### config.mk
export PLATFORM = sky130hd
export DESIGN_NAME = ysyx_22050612_lsu
export DESIGN_NICKNAME = d
export VERILOG_FILES = /design/src/rtl/ysyx_22050612_lsu.sv
export SDC_FILE = /design/constraint.sdc
export NUM_CORES = 1
export LEC_CHECK = 0
export ABC_CLOCK_PERIOD_IN_PS = 19600
export CORE_ASPECT_RATIO = 0.8
export CORE_MARGIN = 8
export CORE_UTILIZATION = 30
export CTS_BUF_LIST = sky130_fd_sc_hd__clkbuf_8 sky130_fd_sc_hd__clkbuf_16
export DETAILED_ROUTE_END_ITERATION = 12
export PLACE_DENSITY = 0.69
export SYNTH_ARGS = -nofsm -noshare
export SYNTH_HDL_FRONTEND = slang
export SYNTH_SLANG_ARGS = --single-unit
### constraint.sdc
create_clock -name clk -period 19.6 [get_ports clk]
set_clock_uncertainty 0.2 [all_clocks]
set_input_delay 2.94 -clock clk [delete_from_list [all_inputs] [get_ports clk]]
set_output_delay 2.94 -clock clk [all_outputs]
set_load 0.02 [all_outputs]
### src/rtl/ysyx_22050612_lsu.sv
// Single-issue load/store unit behind the EX-stage ALU: one bus transaction per op, result to WB via valid/ready.
// Define YSYX_22050612_LSU_MISALIGN_CHECK_EN to fault misaligned accesses instead of aligning them down.
module ysyx_22050612_lsu #(
    parameter int XLEN = 64,
    parameter int RD_W = 5
) (
    input  logic            clk,
    input  logic            rst,
    input  logic            in_valid,
    output logic            in_ready,
    input  logic [XLEN-1:0] in_alu,
    input  logic [XLEN-1:0] in_sdata,
    input  logic [4:0]      in_op,
    input  logic [RD_W-1:0] in_rd,
    output logic            mem_req_valid,
    input  logic            mem_req_ready,
    output logic [XLEN-1:0] mem_addr,
    output logic            mem_wen,
    output logic [XLEN-1:0] mem_wdata,
    output logic [7:0]      mem_wmask,
    input  logic            mem_rsp_valid,
    input  logic [XLEN-1:0] mem_rdata,
    output logic            out_valid,
    input  logic            out_ready,
    output logic [XLEN-1:0] out_data,
    output logic [RD_W-1:0] out_rd,
    output logic            out_wen,
    output logic            out_err
);

    typedef enum logic [1:0] {IDLE, REQ, WAIT, DONE} state_t;

    state_t          state_q, state_d;
    logic [XLEN-1:0] alu_q, alu_d;
    logic [XLEN-1:0] sdata_q, sdata_d;
    logic [4:0]      op_q, op_d;
    logic [RD_W-1:0] rd_q, rd_d;
    logic [XLEN-1:0] data_q, data_d;
    logic            wen_q, wen_d;
`ifdef YSYX_22050612_LSU_MISALIGN_CHECK_EN
    logic            err_q, err_d;
`endif
    logic [2:0]      lane;

    // Lane offset rounded down to the access size so the field never straddles the word.
    function automatic logic [2:0] align_lane(input logic [1:0] size, input logic [2:0] a);
        logic [2:0] l;
        case (size)
            2'd0:    l = a;
            2'd1:    l = {a[2:1], 1'b0};
            2'd2:    l = {a[2], 2'b00};
            default: l = 3'd0;
        endcase
        return l;
    endfunction

    function automatic logic [XLEN-1:0] load_ext(input logic [XLEN-1:0] rdata, input logic [2:0] ln,
                                                 input logic [1:0] size, input logic uns);
        logic [XLEN-1:0] sh;
        logic [XLEN-1:0] r;
        sh = rdata >> {ln, 3'b000};
        case (size)
            2'd0:    r = {{(XLEN-8){~uns & sh[7]}}, sh[7:0]};
            2'd1:    r = {{(XLEN-16){~uns & sh[15]}}, sh[15:0]};
            2'd2:    r = {{(XLEN-32){~uns & sh[31]}}, sh[31:0]};
            default: r = sh;
        endcase
        return r;
    endfunction

`ifdef YSYX_22050612_LSU_MISALIGN_CHECK_EN
    function automatic logic misaligned(input logic [1:0] size, input logic [2:0] a);
        logic m;
        case (size)
            2'd0:    m = 1'b0;
            2'd1:    m = a[0];
            2'd2:    m = |a[1:0];
            default: m = |a;
        endcase
        return m;
    endfunction
`endif

    assign lane = align_lane(op_q[1:0], alu_q[2:0]);

    always_comb begin
        state_d = state_q;
        alu_d   = alu_q;
        sdata_d = sdata_q;
        op_d    = op_q;
        rd_d    = rd_q;
        data_d  = data_q;
        wen_d   = wen_q;
`ifdef YSYX_22050612_LSU_MISALIGN_CHECK_EN
        err_d   = err_q;
`endif
        case (state_q)
            IDLE: begin
                if (in_valid) begin
                    alu_d   = in_alu;
                    sdata_d = in_sdata;
                    op_d    = in_op;
                    rd_d    = in_rd;
`ifdef YSYX_22050612_LSU_MISALIGN_CHECK_EN
                    err_d   = 1'b0;
`endif
                    if (!in_op[4]) begin
                        data_d  = in_alu;
                        wen_d   = 1'b1;
                        state_d = DONE;
                    end
`ifdef YSYX_22050612_LSU_MISALIGN_CHECK_EN
                    else if (misaligned(in_op[1:0], in_alu[2:0])) begin
                        data_d  = in_alu;
                        wen_d   = 1'b0;
                        err_d   = 1'b1;
                        state_d = DONE;
                    end
`endif
                    else begin
                        state_d = REQ;
                    end
                end
            end
            REQ: begin
                if (mem_req_ready) state_d = WAIT;
            end
            WAIT: begin
                if (mem_rsp_valid) begin
                    state_d = DONE;
                    if (op_q[3]) begin
                        data_d = '0;
                        wen_d  = 1'b0;
                    end else begin
                        data_d = load_ext(mem_rdata, lane, op_q[1:0], op_q[2]);
                        wen_d  = 1'b1;
                    end
                end
            end
            default: begin
                if (out_ready) state_d = IDLE;
            end
        endcase
    end

    always_ff @(posedge clk) begin
        if (rst) state_q <= IDLE;
        else     state_q <= state_d;
    end

    // Payload registers are only observed through state-gated outputs, so they need no reset.
    always_ff @(posedge clk) begin
        alu_q   <= alu_d;
        sdata_q <= sdata_d;
        op_q    <= op_d;
        rd_q    <= rd_d;
        data_q  <= data_d;
        wen_q   <= wen_d;
`ifdef YSYX_22050612_LSU_MISALIGN_CHECK_EN
        err_q   <= err_d;
`endif
    end

    assign in_ready      = (state_q == IDLE);
    assign mem_req_valid = (state_q == REQ);
    assign mem_addr      = mem_req_valid ? {alu_q[XLEN-1:3], 3'b000} : '0;
    assign mem_wen       = mem_req_valid & op_q[3];
    assign mem_wdata     = (mem_req_valid & op_q[3]) ? (sdata_q << {lane, 3'b000}) : '0;
    assign mem_wmask     = mem_req_valid ? ((op_q[1:0] == 2'd0) ? (8'h01 << lane) :
                                            (op_q[1:0] == 2'd1) ? (8'h03 << lane) :
                                            (op_q[1:0] == 2'd2) ? (8'h0F << lane) : 8'hFF) : 8'h00;

    assign out_valid = (state_q == DONE);
    assign out_data  = out_valid ? data_q : '0;
    assign out_rd    = out_valid ? rd_q : '0;
    assign out_wen   = out_valid & wen_q;
`ifdef YSYX_22050612_LSU_MISALIGN_CHECK_EN
    assign out_err   = out_valid & err_q;
`else
    assign out_err   = 1'b0;
`endif

endmodule

After elaboration in Yosys (flattened, before gate mapping). Index checks and enable logic that the tools add are counted. W data, S select, Z words.

Logic and storage cells: 60. Output and inout bits: 211. Bits of input ports: 208. Flip-flop bits (word level): 204.

Multiplexer cells: 26. Shift-type cells: 5. Reduce and logical (&&, ||, !) cells: 7. Equal/unequal tests: 9. Bitwise operators: 6.

Operator list (count): $mux W64 (7); $pmux W64 S3 (1); $pmux W64 S2 (1); $shl A64 B6 Y64 (1); $shr A64 B6 Y64 (1); $mux W8 (4); $mux W2 (5); $pmux W3 S3 (1); $reduce_and A4 Y1 (2); $shl A1 B3 Y8 const A (1); $shl A2 B3 Y8 const A (1); $shl A4 B3 Y8 const A (1); $eq A2 B2 Y1 const B (3); $ne A2 B2 Y1 const B (3); $pmux W2 S3 (1); $and A1 B1 Y1 (5); $mux W5 (1); $eq A2 B1 Y1 const B (2); $logic_not A2 Y1 (2); $mux W1 (4); $reduce_bool A4 Y1 (1); $ne A2 B1 Y1 const B (1); $pmux W1 S2 (1); $reduce_and A2 Y1 (1); 2 further kinds (2).

Depth between registers and ports, before layout. Gate-level depths: netlist of the first run.

Depth in word-level cells: 8. Gate-level depth with buffers: 10. Gate-level depth less buffers: 8.

Least setup slack after synthesis of the first run. OpenSTA, ideal clock, no wires.

Kind: input -> register. From: input in_op[4]. To: register data_q[0] (enable). Setup slack: 11356 ps. Path buffers: 0. Setup time: 568 ps. Required time: 18832 ps. Arrival time: 7477 ps. Stages on the path: 3. Cell sequence: inv_1 a21boi_0 nor3_1.

Longest elaborated chain between the ends: 2.

RTL lines: start: declaration (line 13) `input logic [4:0] in_op,`; $ne A2 B2 Y1 (no line); $reduce_and A4 Y1 (no line); end signal: assignment (line 157) `data_q <= data_d;`; end: declaration (line 38) `logic [XLEN-1:0] data_q, data_d;`.

No other way between the ends. A chain may end at the register's enable or synchronous reset.

Worst setup path in the final report of the first run.
From: register op_q[0]. To: output mem_wdata[39].

Longest elaborated chain between the ends: 4. Elaborated cells on any way between the ends: 6.

RTL lines: start: declaration (line 36) `logic [4:0] op_q, op_d;`; start signal: assignment (line 155) `op_q <= op_d;`; $eq A2 B2 Y1 (tied with other cells) (line 48) `case (size)`; $pmux W3 S3 * (line 48); $shl A64 B6 Y64 * (line 168) `assign mem_wdata = (mem_req_valid & op_q[3]) ? (sdata_q << {lane, 3'b000}) : '0;`; $mux W64 * (line 168); end: declaration (line 19) `output logic [XLEN-1:0] mem_wdata,`.

Mark *: on every way between the ends. The rest lies on a longest branch, timed or not.

==> results of run 1 <==
[power breakdown]
part,switching (mW),leakage [nW],internal (mW)
Sequential,0.0422,1.94,0.650
Combinational,0.478,3.52,0.288
Clock,0.188,0.408,0.271
Total,0.708,5.87,1.21
[cells in the final DEF, fill, tap and decap left out, types with 25 or more instances in the layout]
| cell | n |
|---|---|
| sky130_fd_sc_hd__clkdlybuf4s50_1 | 414 |
| sky130_fd_sc_hd__edfxtp_1 | 202 |
| sky130_fd_sc_hd__and2_1 | 136 |
| sky130_fd_sc_hd__nand2_1 | 119 |
| sky130_fd_sc_hd__nor2_1 | 75 |
| sky130_fd_sc_hd__a21oi_1 | 50 |
| sky130_fd_sc_hd__mux2i_1 | 47 |
| sky130_fd_sc_hd__o21ai_0 | 43 |
| sky130_fd_sc_hd__o2bb2ai_1 | 36 |
| sky130_fd_sc_hd__nand3_1 | 33 |
| sky130_fd_sc_hd__o22ai_1 | 25 |
| sky130_fd_sc_hd__clkbuf_16 | 25 |
[flip-flops by register name, indices dropped and copies added, names as in the netlist]
name / cells
op_q: 4
rd_q: 5
wen_q: 1
state_q: 2
sdata_q: 64
data_q: 64
alu_q: 64
[stage by stage]
step	worst slack (ps)	cells
after floorplan	11360	1069
after detailed placement	12170	1899
after CTS	11600	1944
after global placement	12380	1899
final	11620	1949
after global routing	11340	1947
[worst min path at each step]
| stage | startpoint | endpoint | slack, ps | cells past startpoint |
|---|---|---|---|---|
| 2_1_floorplan | state_q[0] | state_q[0] | 270 | 2 |
| 3_3_place_gp | state_q[0] | state_q[0] | 310 | 2 |
| 3_5_place_dp | state_q[0] | state_q[0] | 320 | 2 |
| 4_1_cts | state_q[0] | state_q[0] | 330 | 2 |
| 5_1_grt | state_q[0] | state_q[0] | 350 | 2 |
| 6_report | state_q[0] | state_q[0] | 330 | 2 |
[logic make-up (layout without fill, tap and decap cells)]
logic type               after synthesis  after routing  synth area share
AND/OR/NAND/NOR                      424            424             0.189
AO/OA/AOI/OAI                        275            275             0.177
flip-flops                           204            204             0.537
buffers and inverters                104            492            0.0426
multiplexers                          49             49            0.0437
adder cells (fa/ha/maj)                8              8           0.00881
other                                  1              9          0.000330
XOR/XNOR                               1              1          0.000771
[final cells by class]
class,count,area (um2),area share
Antenna cell,5,12.5,0.000750
Clock buffer,25,626,0.0375
Clock inverter,20,179,0.0107
Inverter,14,52.6,0.00315
Multi-Input combinational cell,761,4810,0.288
Sequential cell,204,6110,0.366
Tap cell,487,609,0.0365
Timing Repair Buffer,433,4290,0.257
[routing by layer]
metal | share of wire | wire length, um | GRT usage
met1 | 0.42 | 21400 | 0.296
met2 | 0.45 | 22900 | 0.340
met3 | 0.10 | 5120 | 0.0585
met4 | 0.031 | 1600 | 0.0691
met5 | 0.00033 | 17 | 0
[worst register-to-register path, stage by stage (launching register included)]
cell	delay (ps)
sky130_fd_sc_hd__edfxtp_1	320
sky130_fd_sc_hd__buf_4	440
sky130_fd_sc_hd__nand2b_1	320
sky130_fd_sc_hd__buf_4	430
sky130_fd_sc_hd__inv_2	70
sky130_fd_sc_hd__buf_4	370
sky130_fd_sc_hd__nor3_1	750
sky130_fd_sc_hd__a22oi_1	350
sky130_fd_sc_hd__nor2b_1	240
sky130_fd_sc_hd__o2bb2ai_1	150
==> metrics, run 1 <==
fill count=3522; standard cell with the maximum stage delay on the critical path=sky130_fd_sc_hd__nor2_1; pin slew with the least headroom to its limit=1110 ps; routability congestion estimate from global placement=0.940; buffer and inverter count on the worst path=2; Yosys top cell by area=sky130_fd_sc_hd__edfxtp_1; FF-to-FF Start=op_q[1]; count of input and output buffers=414; maximum ir drop on the vdd rail=59.8 uV; post-detailed-route via-to-cell ratio=5.46; post-synthesis instance area=11400 um2; run status=completed; Max-Slew Margin vs Limit=0.259; Tcrit/Tclk final=0.407; kind of launch point of the worst setup path=register; type of the tightest min-delay check=reg2reg; critical path capture point=mem_wdata[39]; wire length of the first global-routing pass=73100 um; synthesis-to-layout area growth=46.8%; flops & latches, synth=204; sequential element share of the synthesized area=0.537; number of enable-type register cells in the synthesized netlist=202; post-route standard cell area excluding fillers=16700 um2; Commonest cells post-synth=202 x sky130_fd_sc_hd__edfxtp_1, 137 x sky130_fd_sc_hd__and2_1, 119 x sky130_fd_sc_hd__nand2_1, 76 x sky130_fd_sc_hd__nor2_1, 53 x sky130_fd_sc_hd__clkbuf_1; worst hold-check slack=327 ps; HPWL after detailed placement=38300 um; critical path launch point=op_q[0]; hold_buf cts=0; Most used DFF post-synth=sky130_fd_sc_hd__edfxtp_1; area of the core=37200 um2; H-tree depth=1; Maximum Capacitance Violations=0; ratio of total power to cell area=115 nW/um2; worst-path cell chain=a21bo_2 > inv_1 > nand2_1 > nor2_1 > a32o_1 > clkdlybuf4s50_1; cells on worst reg2reg path=9; TNS Setup=0 ps; via total after detailed routing=10600; Fmax=125 MHz; total clock sinks=204; Netlist cell types=68; maximum root-to-sink buffer count=3; synth warn=0; Die Y=190 um; crit-path max FO=25; overall routed net length=51100 um; Nets=1655; number of antenna violations at the first check in global routing=6; fraction of synthesis flops using an asynchronous set or reset pin=0; final core utilization=0.448; largest stage delay on the critical path=1030 ps; residual antenna-violating net count after detailed routing=0; number of cells on the critical path=6; number of global-route vias before repair=10600; Max Slew Vio Count=0; aggregate global routing overflow=0; fraction of layout instances using a drive strength above 1=0.0542; clock tree from TritonCTS=built; critical path data arrival time=4840 ps; count of pins on the block boundary=419; Worst-path clk slew=70 ps; x dimension of the die=234 um; setup slack, reg-to-reg=15810 ps; count of cells resized by post-cts repair=0; Pre-Repair DR Iteration Count=6; Power Total=1.92 mW; DR iter-0 viols=1217; Core Rows=63; post-synth top area share=0.534; leading cell type by number of instances after synthesis=sky130_fd_sc_hd__edfxtp_1; Die Footprint=44400 um2; worst skew pair latency=530 ps; post-route DRC violation count=0; Leakage=5.87 nW; clock root buffer=sky130_fd_sc_hd__clkbuf_16; pin count of the biggest net entering global routing=73; RSZ-0062 raised after global routing=false; required time worst endpoint=16460 ps; total setup buffers inserted after CTS=0; number of instances in the synthesized netlist=1066; DP Area=15900 um2; detailed-route wire length per cell=26.2 um; WS Path Type=reg2out; critical path endpoint category=primary output; endpoint of the lowest-slack register-to-register path=data_q[46]; dominant cells by area after synthesis=sky130_fd_sc_hd__edfxtp_1 53%, sky130_fd_sc_hd__and2_1 7.5%, sky130_fd_sc_hd__mux2i_1 4.1%; minimum clock period after layout=7980 ps; TritonCTS Buffers=25; total of endpoints with negative setup slack in the final report=0; family of cells with the greatest summed delay on the critical path=simple AND/OR/NAND/NOR gates; per-instance average area after synthesis=10.7 um2; effective utilization at floorplan=0.305; Hold Violations, Final=0; GRT Overall Usage=0.219
Power figures use the tool's default switching activity.
==> run 2, diff against run 1 <==
--- a/config.mk
+++ b/config.mk
@@ -5,13 +5,13 @@
 export SDC_FILE = /design/constraint.sdc
 export NUM_CORES = 1
 export LEC_CHECK = 0
-export ABC_CLOCK_PERIOD_IN_PS = 19600
+export ABC_CLOCK_PERIOD_IN_PS = 7300
 export CORE_ASPECT_RATIO = 0.8
 export CORE_MARGIN = 8
 export CORE_UTILIZATION = 30
 export CTS_BUF_LIST = sky130_fd_sc_hd__clkbuf_8 sky130_fd_sc_hd__clkbuf_16
 export DETAILED_ROUTE_END_ITERATION = 12
-export PLACE_DENSITY = 0.69
+export PLACE_DENSITY = 0.71
 export SYNTH_ARGS = -nofsm -noshare
 export SYNTH_HDL_FRONTEND = slang
 export SYNTH_SLANG_ARGS = --single-unit
==> constraint.sdc (replaced) <==
create_clock -name clk -period 7.3 [get_ports clk]
set_clock_uncertainty 0.2 [all_clocks]
set_input_delay 1.095 -clock clk [delete_from_list [all_inputs] [get_ports clk]]
set_output_delay 1.095 -clock clk [all_outputs]
set_load 0.02 [all_outputs]
==> run 2 against run 1 <==
  * Clock-buffer cell count unchanged
  * Wire length down 1.3%
  * Critical path depth up 1
  * First-iteration DRC count down 18%
  * Hold slack better by 8.9 ps
  * Sequential power rose to 2.7 times the previous value
==> metrics, run 2 (synthesis gave the netlist of run 1 again) <==
run status=completed; synthesis-to-layout area growth=46.4%; via total after detailed routing=10600 (-0.15%); fin cells=1948 (-0.051%); total setup buffers inserted after CTS=0 (unchanged); ratio of total power to cell area=306 nW/um2 (+170%); H-tree depth=1 (unchanged); post-route DRC violation count=0 (unchanged); GRT Overall Usage=0.216 (-0.00277); fill count=3503 (-0.54%); most common cell after layout, fill and taps aside=sky130_fd_sc_hd__clkdlybuf4s50_1; registers with the most flip-flops=alu_q x64, data_q x64, sdata_q x64; Die Y=190 um (unchanged); critical path data arrival time=4770 ps (-70 ps); worst hold-check slack=335 ps (+8.86 ps); minimum clock period after layout=6060 ps; family of cells with the greatest summed delay on the critical path=buffers and inverters; worst skew pair latency=540 ps (about the same); total of endpoints with negative setup slack in the final report=0 (unchanged); routability congestion estimate from global placement=0.943 (+0.26%); Max-Slew Margin vs Limit=0.290 (+0.0313); TNS Setup=0 ps (unchanged); Pre-Repair DR Iteration Count=7 (+1); number of antenna violations at the first check in global routing=12 (+6); detailed-route wire length per cell=25.9 um (-1.2%); HPWL after detailed placement=37800 um (-1.1%); worst-path cell chain=a21bo_2 > inv_1 > nor2_2 > buf_4 > nand2_1 > o21ai_0 > clkdlybuf4s50_1; largest stage delay on the critical path=870 ps (-160 ps); critical path endpoint category=primary output; post-route standard cell area excluding fillers=16600 um2 (-0.25%); wire length of the first global-routing pass=72300 um (-1.1%); kind of launch point of the worst setup path=register; Power Total=5.09 mW (+170%); total area of sequential cells=6110 um2 (unchanged); aggregate global routing overflow=0 (unchanged); clock tree from TritonCTS=built; fraction of layout instances using a drive strength above 1=0.0536 (-0.000576); Die Footprint=44400 um2 (unchanged); pin count of the biggest net entering global routing=73 (unchanged); Max Slew Vio Count=0 (unchanged); Nets=1654 (-0.060%); DP Area=15900 um2 (unchanged); Hold Violations, Final=0 (unchanged); WS Path Type=reg2out; pin slew with the least headroom to its limit=1060 ps (-46.8 ps); required time worst endpoint=6000 ps (-10460 ps); overall routed net length=50500 um (-1.3%); number of global-route vias before repair=10600 (+0.35%); buffer and inverter count on the worst path=3 (+1); number of placed instances, taps included=1899 (unchanged); Leakage=5.84 nW (-0.51%); clock root buffer=sky130_fd_sc_hd__clkbuf_16; Maximum Capacitance Violations=0 (unchanged); area of the core=37200 um2 (unchanged); maximum ir drop on the vdd rail=175 uV (+190%); post-detailed-route via-to-cell ratio=5.46 (about the same); total clock sinks=204 (unchanged); Core Rows=63 (unchanged); count of input and output buffers=414 (unchanged); most frequent cells in the layout=414 x sky130_fd_sc_hd__clkdlybuf4s50_1, 202 x sky130_fd_sc_hd__edfxtp_1, 136 x sky130_fd_sc_hd__and2_1, 119 x sky130_fd_sc_hd__nand2_1, 75 x sky130_fd_sc_hd__nor2_1; Tcrit/Tclk final=0.831; DR iter-0 viols=999 (-18%); Worst-path clk slew=60 ps (about the same); maximum root-to-sink buffer count=3 (unchanged); x dimension of the die=234 um (unchanged); count of pins on the block boundary=419 (unchanged); Fmax=165 MHz; residual antenna-violating net count after detailed routing=0 (unchanged); critical path launch point=op_q[0]; type of the tightest min-delay check=reg2reg; TritonCTS Buffers=24 (-4.0%); FF-to-FF Start=op_q[1]; hold_buf cts=0 (unchanged); standard cell with the maximum stage delay on the critical path=sky130_fd_sc_hd__edfxtp_1; area of the multi-input gates=4810 um2 (unchanged); effective utilization at floorplan=0.305 (unchanged); count of cells resized by post-cts repair=0 (unchanged); RSZ-0062 raised after global routing=false; crit-path max FO=25 (unchanged); hold path start=state_q[0]
run 2: cell count changes in the layout (fill, tap and decap cells not counted):
cell	before	now
sky130_fd_sc_hd__clkinvlp_4	3	2
sky130_fd_sc_hd__inv_1	17	13
sky130_fd_sc_hd__clkinv_2	3	6
sky130_fd_sc_hd__clkinv_1	4	6
sky130_fd_sc_hd__clkinv_4	2	0
sky130_fd_sc_hd__diode_2	5	7
sky130_fd_sc_hd__bufinv_16	3	2
run 2: cell type report:
cell class,instances,share of cell area
Clock inverter,17,0.00790
Timing Repair Buffer,433,0.258
Multi-Input combinational cell,761,0.289
Sequential cell,204,0.367
Antenna cell,7,0.00105
Tap cell,487,0.0366
Clock buffer,25,0.0376
Inverter,14,0.00316
run 2: worst paths after layout:
kind | slack (ps) | cells past startpoint | to
setup reg to reg | 3200 | 9 | data_q[14]
hold reg to reg | 340 | 2 | state_q[0]
hold / removal | 340 | 2 | state_q[0]
setup / recovery | 1240 | 7 | mem_wdata[47]
run 2: routing by layer:
metal,share of wire,global-route usage,wire length (um),vias to the layer above
met5,0.0012,0,62,-
met4,0.040,0.0875,2020,10
met3,0.11,0.0732,5540,117
met2,0.44,0.328,22100,618
met1,0.41,0.281,20700,5167
li1,-,-,-,4720
run 2: power breakdown:
part,internal (mW),switching [mW]
sequential,1.75,0.110
combinational,0.773,1.28
clock,0.686,0.495
total,3.21,1.88
run 2: per-stage QoR:
| step | util | worst slack (ps) |
|---|---|---|
| final | 0.447 | 1240 |
| after global routing | 0.447 | 1000 |
| after CTS | 0.447 | 1390 |
| after detailed placement | 0.426 | 1990 |
| after global placement | 0.426 | 2170 |
| after floorplan | - | 901 |
run 2: worst register-to-register path: stages, from the launching register on:
cell	delay, ps
sky130_fd_sc_hd__edfxtp_1	320
sky130_fd_sc_hd__buf_4	420
sky130_fd_sc_hd__nand2b_1	520
sky130_fd_sc_hd__buf_4	420
sky130_fd_sc_hd__inv_2	350
sky130_fd_sc_hd__buf_4	400
sky130_fd_sc_hd__nor3_1	600
sky130_fd_sc_hd__a22oi_1	330
sky130_fd_sc_hd__a21o_1	280
sky130_fd_sc_hd__o2111ai_1	90
==> run 3, diff against run 2 <==
--- a/config.mk
+++ b/config.mk
@@ -5,13 +5,13 @@
 export SDC_FILE = /design/constraint.sdc
 export NUM_CORES = 1
 export LEC_CHECK = 0
-export ABC_CLOCK_PERIOD_IN_PS = 7300
+export ABC_CLOCK_PERIOD_IN_PS = 6200
 export CORE_ASPECT_RATIO = 0.8
 export CORE_MARGIN = 8
 export CORE_UTILIZATION = 30
 export CTS_BUF_LIST = sky130_fd_sc_hd__clkbuf_8 sky130_fd_sc_hd__clkbuf_16
 export DETAILED_ROUTE_END_ITERATION = 12
-export PLACE_DENSITY = 0.71
+export PLACE_DENSITY = 0.69
 export SYNTH_ARGS = -nofsm -noshare
 export SYNTH_HDL_FRONTEND = slang
 export SYNTH_SLANG_ARGS = --single-unit
==> constraint.sdc (replaced) <==
create_clock -name clk -period 6.2 [get_ports clk]
set_clock_uncertainty 0.2 [all_clocks]
set_input_delay 0.93 -clock clk [delete_from_list [all_inputs] [get_ports clk]]
set_output_delay 0.93 -clock clk [all_outputs]
set_load 0.02 [all_outputs]
==> run 3 against run 2 <==
  * Clock-buffer cell count is the same
  * Highest routed layer unchanged
  * Critical endpoint is now mem_wdata[37]
  * Largest cell class unchanged
  * First-iteration DRC count grew 13%
  * Setup slack lost 140 ps
==> metrics, run 3 (synthesis gave the netlist of run 1 again) <==
Die Y=190 um (unchanged); fin cells=1954 (+0.31%); Maximum Capacitance Violations=0 (unchanged); RSZ-0062 raised after global routing=false; TritonCTS Buffers=25 (+4.2%); aggregate global routing overflow=0 (unchanged); synthesis-to-layout area growth=47.4%; overall routed net length=51200 um (+1.3%); total of endpoints with negative setup slack in the final report=0 (unchanged); Leakage=5.89 nW (+0.86%); Most Crowded Layer GR=met2; pin count of the biggest net entering global routing=83 (+14%); met1 track demand over resource in global routing=0.284 (+0.00268); Nets=1659 (+0.30%); clock tree from TritonCTS=built; worst skew pair latency=550 ps (about the same); Pre-Repair DR Iteration Count=6 (-1); required time worst endpoint=5070 ps (-930 ps); clock root buffer=sky130_fd_sc_hd__clkbuf_16; post-route standard cell area excluding fillers=16800 um2 (+0.68%); effective utilization at floorplan=0.305 (unchanged); pin slew with the least headroom to its limit=1040 ps (-20.2 ps); fraction of met2 tracks used by global routing=0.344 (+0.0160); total clock sinks=204 (unchanged); maximum root-to-sink buffer count=3 (unchanged); count of input and output buffers=414 (unchanged); routability congestion estimate from global placement=0.940 (-0.27%); crit-path max FO=23 (-8.0%); count of cells resized by post-cts repair=0 (unchanged); wire length of the first global-routing pass=72600 um (+0.40%); ratio of total power to cell area=366 nW/um2 (+20%); GRT met3 Usage=0.0682 (-0.00506); area of the core=37200 um2 (unchanged); hold_buf cts=0 (unchanged); Max-Slew Margin vs Limit=0.304 (+0.0135); HPWL after detailed placement=38400 um (+1.5%); post-route DRC violation count=0 (unchanged); standard cell with the maximum stage delay on the critical path=sky130_fd_sc_hd__nor2_1; Power Total=6.13 mW (+21%); run status=completed; registers with the most flip-flops=alu_q x64, data_q x64, sdata_q x64; type of the tightest min-delay check=reg2reg; most common cell after layout, fill and taps aside=sky130_fd_sc_hd__clkdlybuf4s50_1; via total after detailed routing=10600 (+0.13%); Die Footprint=44400 um2 (unchanged); minimum clock period after layout=5100 ps; count of pins on the block boundary=419 (unchanged); Worst-path clk slew=70 ps (about the same); TNS Setup=0 ps (unchanged); Core Rows=63 (unchanged); number of global-route vias before repair=10600 (+0.14%); setup slack, reg-to-reg=2450 ps (-750 ps); Tcrit/Tclk final=0.823; Fmax=196 MHz; DP Area=15900 um2 (+0.29%); x dimension of the die=234 um (unchanged); worst-path cell chain=a21bo_2 > inv_1 > nand2_1 > nor2_1 > a32o_1 > clkdlybuf4s50_1; total setup buffers inserted after CTS=0 (unchanged); Hold Violations, Final=0 (unchanged); Max Slew Vio Count=0 (unchanged); setup slack after layout=1100 ps (-138 ps); post-detailed-route via-to-cell ratio=5.45 (-0.18%); detailed-route wire length per cell=26.2 um (+1.0%); pre-CTS WS=1750 ps (-236 ps); number of placed instances, taps included=1903 (+0.21%); maximum ir drop on the vdd rail=178 uV (+1.3%); kind of launch point of the worst setup path=register; final core utilization=0.450 (+0.00306); H-tree depth=1 (unchanged); critical path data arrival time=3970 ps (-800 ps); worst hold-check slack=323 ps (-12.6 ps); critical path endpoint category=primary output; residual antenna-violating net count after detailed routing=0 (unchanged); WS Path Type=reg2out; DR iter-0 viols=1126 (+13%); most frequent cells in the layout=414 x sky130_fd_sc_hd__clkdlybuf4s50_1, 202 x sky130_fd_sc_hd__edfxtp_1, 136 x sky130_fd_sc_hd__and2_1, 119 x sky130_fd_sc_hd__nand2_1, 76 x sky130_fd_sc_hd__nor2_1; fraction of layout instances using a drive strength above 1=0.0595 (+0.00586); largest stage delay on the critical path=950 ps (+80 ps); number of antenna violations at the first check in global routing=10 (-2); GRT Overall Usage=0.219 (+0.00210)
==> run 3: final cells by class <==
class	instances	area [um2]
Antenna cell	5	12.5
Clock buffer	25	626
Clock inverter	21	204
Fill cell	3516	20500
Inverter	14	52.6
Multi-Input combinational cell	761	4810
Sequential cell	204	6110
Tap cell	487	609
Timing Repair Buffer	437	4330
==> run 3: path summary, 6_finish.rpt <==
check             startpoint       endpoint  cells past startpoint
setup / recovery    alu_q[2]  mem_wdata[37]                      6
hold reg to reg   state_q[0]     state_q[0]                      2
hold / removal    state_q[0]     state_q[0]                      2
setup reg to reg    alu_q[1]     data_q[14]                      8
==> run 3: report_power, final <==
| group | leakage (nW) | total [mW] | internal, mW | switching [mW] |
|---|---|---|---|---|
| Sequential | 1.94 | 2.19 | 2.05 | 0.131 |
| Combinational | 3.54 | 2.44 | 0.924 | 1.52 |
| Clock | 0.405 | 1.51 | 0.870 | 0.637 |
==> run 3: metal layers <==
metal,vias up,share of wire
met1,5151,0.41
met3,94,0.11
met4,8,0.030
li1,4732,-
met2,661,0.45
met5,-,0.00090
==> run 3: worst max-delay path, delay by kind of cell, from the launching register on <==
family	cells	cell delay, ps
compound gates	2	550
buf+inv	2	710
flops	1	670
simple gates	2	1480
